<file path="src/rtl/fx_pt_mul_pipe.sv">
// Three-stage unsigned fixed-point multiplier with valid/ready on both sides.
// Each result is either truncated or rounded half-up, then saturated to one word.
module fx_pt_mul_pipe #(
  parameter int INT_LEN  = 4,
  parameter int FRAC_LEN = 17
) (
  input  logic                              clk,
  input  logic                              rst_n,
  input  logic                              in_valid,
  output logic                              in_ready,
  input  logic [INT_LEN+FRAC_LEN-1:0]       in1,
  input  logic [INT_LEN+FRAC_LEN-1:0]       in2,
  input  logic                              round_mode,
  output logic                              out_valid,
  input  logic                              out_ready,
  output logic [INT_LEN+FRAC_LEN-1:0]       out,
  output logic                              out_ovf,
  output logic                              ovf_sticky,
  input  logic                              clr_sticky
);

  localparam int WORD_LEN = INT_LEN + FRAC_LEN;
  localparam int PROD_LEN = 2 * WORD_LEN;
  localparam int RND_LEN  = WORD_LEN + INT_LEN + 1;

  logic                r_v1, r_v2, r_v3;
  logic [WORD_LEN-1:0] r_a, r_b;
  logic                r_rm1, r_rm2;
  logic [PROD_LEN-1:0] r_p;
  logic [WORD_LEN-1:0] r_out;
  logic                r_ovf;
  logic                r_sticky;

  logic                w_ld1, w_ld2, w_ld3;
  logic                w_out_xfer;
  logic [PROD_LEN-1:0] w_prod;
  logic [RND_LEN-1:0]  w_rnd;
  logic                w_sat;
  logic                w_unused;

  // A stage can take new data when empty or when its occupant moves on this cycle.
  assign w_out_xfer = r_v3 & out_ready;
  assign w_ld3      = ~r_v3 | out_ready;
  assign w_ld2      = ~r_v2 | w_ld3;
  assign w_ld1      = ~r_v1 | w_ld2;
  assign in_ready   = w_ld1;

  assign w_prod = {{WORD_LEN{1'b0}}, r_a} * {{WORD_LEN{1'b0}}, r_b};

  // One extra top bit keeps the rounding carry so it can trigger saturation.
  assign w_rnd = {1'b0, r_p[PROD_LEN-1:FRAC_LEN]}
               + {{(RND_LEN-1){1'b0}}, r_rm2 & r_p[FRAC_LEN-1]};
  assign w_sat = |w_rnd[RND_LEN-1:WORD_LEN];

  assign w_unused = ^r_p[FRAC_LEN-1:0];

  always_ff @(posedge clk or negedge rst_n) begin
    if (!rst_n) begin
      r_v1  <= 1'b0;
      r_a   <= '0;
      r_b   <= '0;
      r_rm1 <= 1'b0;
    end else if (w_ld1) begin
      r_v1 <= in_valid;
      if (in_valid) begin
        r_a   <= in1;
        r_b   <= in2;
        r_rm1 <= round_mode;
      end
    end
  end

  always_ff @(posedge clk or negedge rst_n) begin
    if (!rst_n) begin
      r_v2  <= 1'b0;
      r_p   <= '0;
      r_rm2 <= 1'b0;
    end else if (w_ld2) begin
      r_v2 <= r_v1;
      if (r_v1) begin
        r_p   <= w_prod;
        r_rm2 <= r_rm1;
      end
    end
  end

  always_ff @(posedge clk or negedge rst_n) begin
    if (!rst_n) begin
      r_v3  <= 1'b0;
      r_out <= '0;
      r_ovf <= 1'b0;
    end else if (w_ld3) begin
      r_v3 <= r_v2;
      if (r_v2) begin
        r_out <= w_sat ? {WORD_LEN{1'b1}} : w_rnd[WORD_LEN-1:0];
        r_ovf <= w_sat;
      end
    end
  end

  // Only delivered results count; a set in the same cycle as a clear wins.
  always_ff @(posedge clk or negedge rst_n) begin
    if (!rst_n) begin
      r_sticky <= 1'b0;
    end else if (w_out_xfer && r_ovf) begin
      r_sticky <= 1'b1;
    end else if (clr_sticky) begin
      r_sticky <= 1'b0;
    end
  end

  assign out_valid  = r_v3;
  assign out        = r_out;
  assign out_ovf    = r_ovf;
  assign ovf_sticky = r_sticky;

endmodule

</file>
<file path="config.mk">
export PLATFORM = sky130hd
export DESIGN_NAME = fx_pt_mul_pipe
export DESIGN_NICKNAME = d
export VERILOG_FILES = /design/src/rtl/fx_pt_mul_pipe.sv
export SDC_FILE = /design/constraint.sdc
export NUM_CORES = 1
export LEC_CHECK = 0
export CAP_MARGIN = 10
export CORE_MARGIN = 3
export CORE_UTILIZATION = 55
export DETAILED_ROUTE_END_ITERATION = 8
export DONT_BUFFER_PORTS = 1
export GPL_TIMING_DRIVEN = 0
export HOLD_SLACK_MARGIN = 0.06
export PLACE_DENSITY = 0.82
export REMOVE_ABC_BUFFERS = 1
export SYNTH_ARGS = -nofsm -noshare
export SYNTH_HDL_FRONTEND = slang
export SYNTH_SLANG_ARGS = --single-unit
</file>
<file path="constraint.sdc">
create_clock -name clk -period 6 [get_ports clk]
set_clock_uncertainty 0.2 [all_clocks]
set_input_delay 0.6 -clock clk [delete_from_list [all_inputs] [get_ports clk]]
set_output_delay 0.6 -clock clk [all_outputs]
set_load 0.02 [all_outputs]
</file>
==> run_results.csv <==
group,metric,value,unit
synthesis,synth_area_leader_cell,"fa_1",
setup_path,cp-end-kind,"flop",
setup_path,path_depth,23,
routing,viasPerCell,6.10,
sta,period_needed,7.19,ns
floorplanning,core,32800,µm²
sta,relSlewSlack,34.4,%
grt,grt_pass1_wl,83500,µm
grt,grt_max_degree,97,
placement,dp.cells,2302,
floorplanning,fp.dieArea,35700,µm²
synthesis,synth_most_common_cell,"inv_1",
final_layout,final_cells,2433,
status,violations,"negative setup slack",
setup_path,worst-path-buf-inv,7,
synthesis,async_flop_share,100,%
final_layout,fin_area,20600,µm²
synthesis,synth_cell_types,60,
grt,grtUsageTotal,30.2,%
synthesis,synth_warnings,0,
synthesis,synth_seq_area_share,13.1,%
setup_path,crit_required,6.01,ns
floorplanning,die_w,189,µm
worst_hold_path,worstHoldPathType,"input pin to flop",
sta,finalCritPeriodShare,120,%
setup_path,crit_chain,"buf_4, and2_1, fa_2, fa_1, inv_1, fa_1, inv_1, fa_1, fa_1, fa_2, fa_1, ha_4, a21oi_2, buf_4, buf_4, buf_4, inv_1, a21oi_4, nand3b_1, o21ai_4, o211ai_1, a211oi_1, o31ai_1",
clock_tree,clk_pin_slew,0.09,ns
setup_path,path_delay_family,"adder cells",
setup_path,r2r_cells,23,
synthesis,synth_area_per_cell,9.37,µm²
synthesis,synth_seq_cells,96,
setup_path,crit_type,"flop to flop",
sta,grt_setup_unrepaired,"true",
routing,drtIter0Drc,1627,
grt,grt_pass1_vias,15600,
setup_path,max_stage_delay,0.58,ns
sta,setup_slack,-1.19,ns
final_layout,fill_cells,2353,
clock_tree,clk_latency,0.37,ns
clock_tree,cts_root_buf,"clkbuf_16",
setup_path,critPathSlowestCell,"dfrtp_4",
sta,fin_setup_tns,-22.82,ns
sta,max_clock_freq,139,MHz
status,status,"finished with violations",
floorplanning,pin_count,73,
setup_path,arrival,7.20,ns
clock_tree,cts_num_sinks,96,
grt,antenna_found_initial,11,
placement,postPlaceCellArea,18600,µm²
clock_tree,cts_tree,"yes",
routing,firstDrtPassIters,6,
final_layout,nets,2532,
routing,ant_nets,0,
sta,hold_viol_final,0,
final_layout,syn_to_final_growth,12.2,%
routing,drt_wl_total,57000,µm
floorplanning,die_h,189,µm
synthesis,synth_top_cell_area_share,38.9,%
grt,gr-total-overflow,0,
setup_path,path_max_fanout,6,
routing,via_count,14800,
placement,gp_congestion,0.907,
synthesis,synth_common_cells,"inv_1, fa_1, and2_1",
flow_run,maxCapViolations,0,
synthesis,synthCells,1962,
sta,slew_violations,0,
final_layout,postLayoutCoreUtil,62.9,%
floorplanning,row_count,66,
synthesis,synthFlopType,"dfrtp_1",
final_layout,drive_gt1_share,16.4,%
routing,wl_per_cell,23.4,µm
floorplanning,initial_core_util,56.1,%
worst_hold_path,min_path_cells,1,
placement,port_buffers,0,
sta,tightest_slew,0.980,ns
placement,dp_hpwl,32300,µm
routing,drc,0,
clock_tree,htreeDepth,3,
setup_path,worstSetupStartpointType,"flop",
synthesis,synth_area_leaders,"fa_1, dfrtp_1, ha_1, and2_1, inv_1",
setup_path,crit_top_cell,"fa_1",
synthesis,synth_edf_count,0,
synthesis,netlist_area,18400,µm²
clock_tree,cts_buffers,9,
sta,setup_violations,26,
clock_tree,clk_path_buf_depth,2,
-- registers in the layout, summed over array words and instances, names as in the netlist --
register    flops
out            21
out_ovf         1
out_valid       1
ovf_sticky      1
r_a            21
r_b            21
r_p            26
r_rm1           1
r_rm2           1
r_v1            1
r_v2            1
-- layout by cell type, fill, tap and decap left out, drive strengths merged, types with 14 or more instances in the layout --
cell type / instances
a21oi: 61
xor2: 14
nor2: 45
xnor2: 26
dfrtp: 96
nor3: 14
nand3: 17
ha: 151
mux2: 44
inv: 404
nand2: 233
fa: 357
o21ai: 37
buf: 105
and2: 262
-- routing by layer --
metal  GRT usage, %  vias up  routed length, µm
met5              0        -                 13
met4           16.9        2               4790
met3           7.53      414               7420
met2           50.6     1105              26900
met1           35.6     7376              18000
li1               -     5949                  -
-- worst reg2reg max path: cells and delay by family, from the launching register on --
family	cells	cell delay, ns
flops	1	0.58
fa+ha+maj	8	3.79
simple gates	2	0.48
compound gates	6	1.28
buf+inv	7	0.69
-- cell families after synthesis --
group | Yosys count | share of synthesized area [%]
AO/OA/AOI/OAI | 154 | 5.61
XOR/XNOR | 40 | 1.91
adder cells (fa/ha/maj) | 508 | 49.1
buffers and inverters | 504 | 10.4
flip-flops | 96 | 13.1
multiplexers | 45 | 2.75
AND/OR/NAND/NOR | 615 | 17.2
-- path summary, 6_finish.rpt --
path	start	slack (ns)	end
max	r_b[3]$_DFFE_PN0P_	-1.19	r_p[35]$_DFFE_PN0P_
min	in_valid	0.16	r_v1$_DFFE_PN0N_
max reg2reg	r_b[3]$_DFFE_PN0P_	-1.19	r_p[35]$_DFFE_PN0P_
min reg2reg	r_p[16]$_DFFE_PN0P_	0.30	r_p[16]$_DFFE_PN0P_
max in group asynchronous	rst_n	4.51	r_a[5]$_DFFE_PN0P_
min in group asynchronous	rst_n	0.68	r_a[16]$_DFFE_PN0P_
-- stage by stage --
stage | setup WS [ns] | hold WS (ns)
2_1_floorplan | -0.569 | 0.104
3_3_place_gp | -1.55 | 0.107
3_5_place_dp | -1.71 | 0.106
4_1_cts | -0.846 | 0.141
5_1_grt | -1.31 | 0.148
6_report | -1.19 | 0.157
-- cell type report --
type | count | area, µm² | share of cell area [%]
Antenna cell | 10 | 25.0 | 0.121
Timing Repair Buffer | 106 | 1090 | 5.28
Multi-Input combinational cell | 1362 | 14600 | 70.9
Sequential cell | 96 | 2530 | 12.3
Tap cell | 442 | 553 | 2.68
Clock buffer | 9 | 225 | 1.09
Clock inverter | 7 | 73.8 | 0.358
Inverter | 401 | 1510 | 7.31
-- what timing repair did --
action / 4_1_cts / 5_1_grt
resized for setup: 152 / 64
buffers inserted: 84 / 20
setup endpoints to repair: 26 / 26
endpoints found under the hold margin: 96 / 0
hold buffers: 2 / 0
pin swaps: 85 / 45
Power is not shown: default switching activity piles up to over one toggle a cycle in this logic, so the estimate is an artifact.
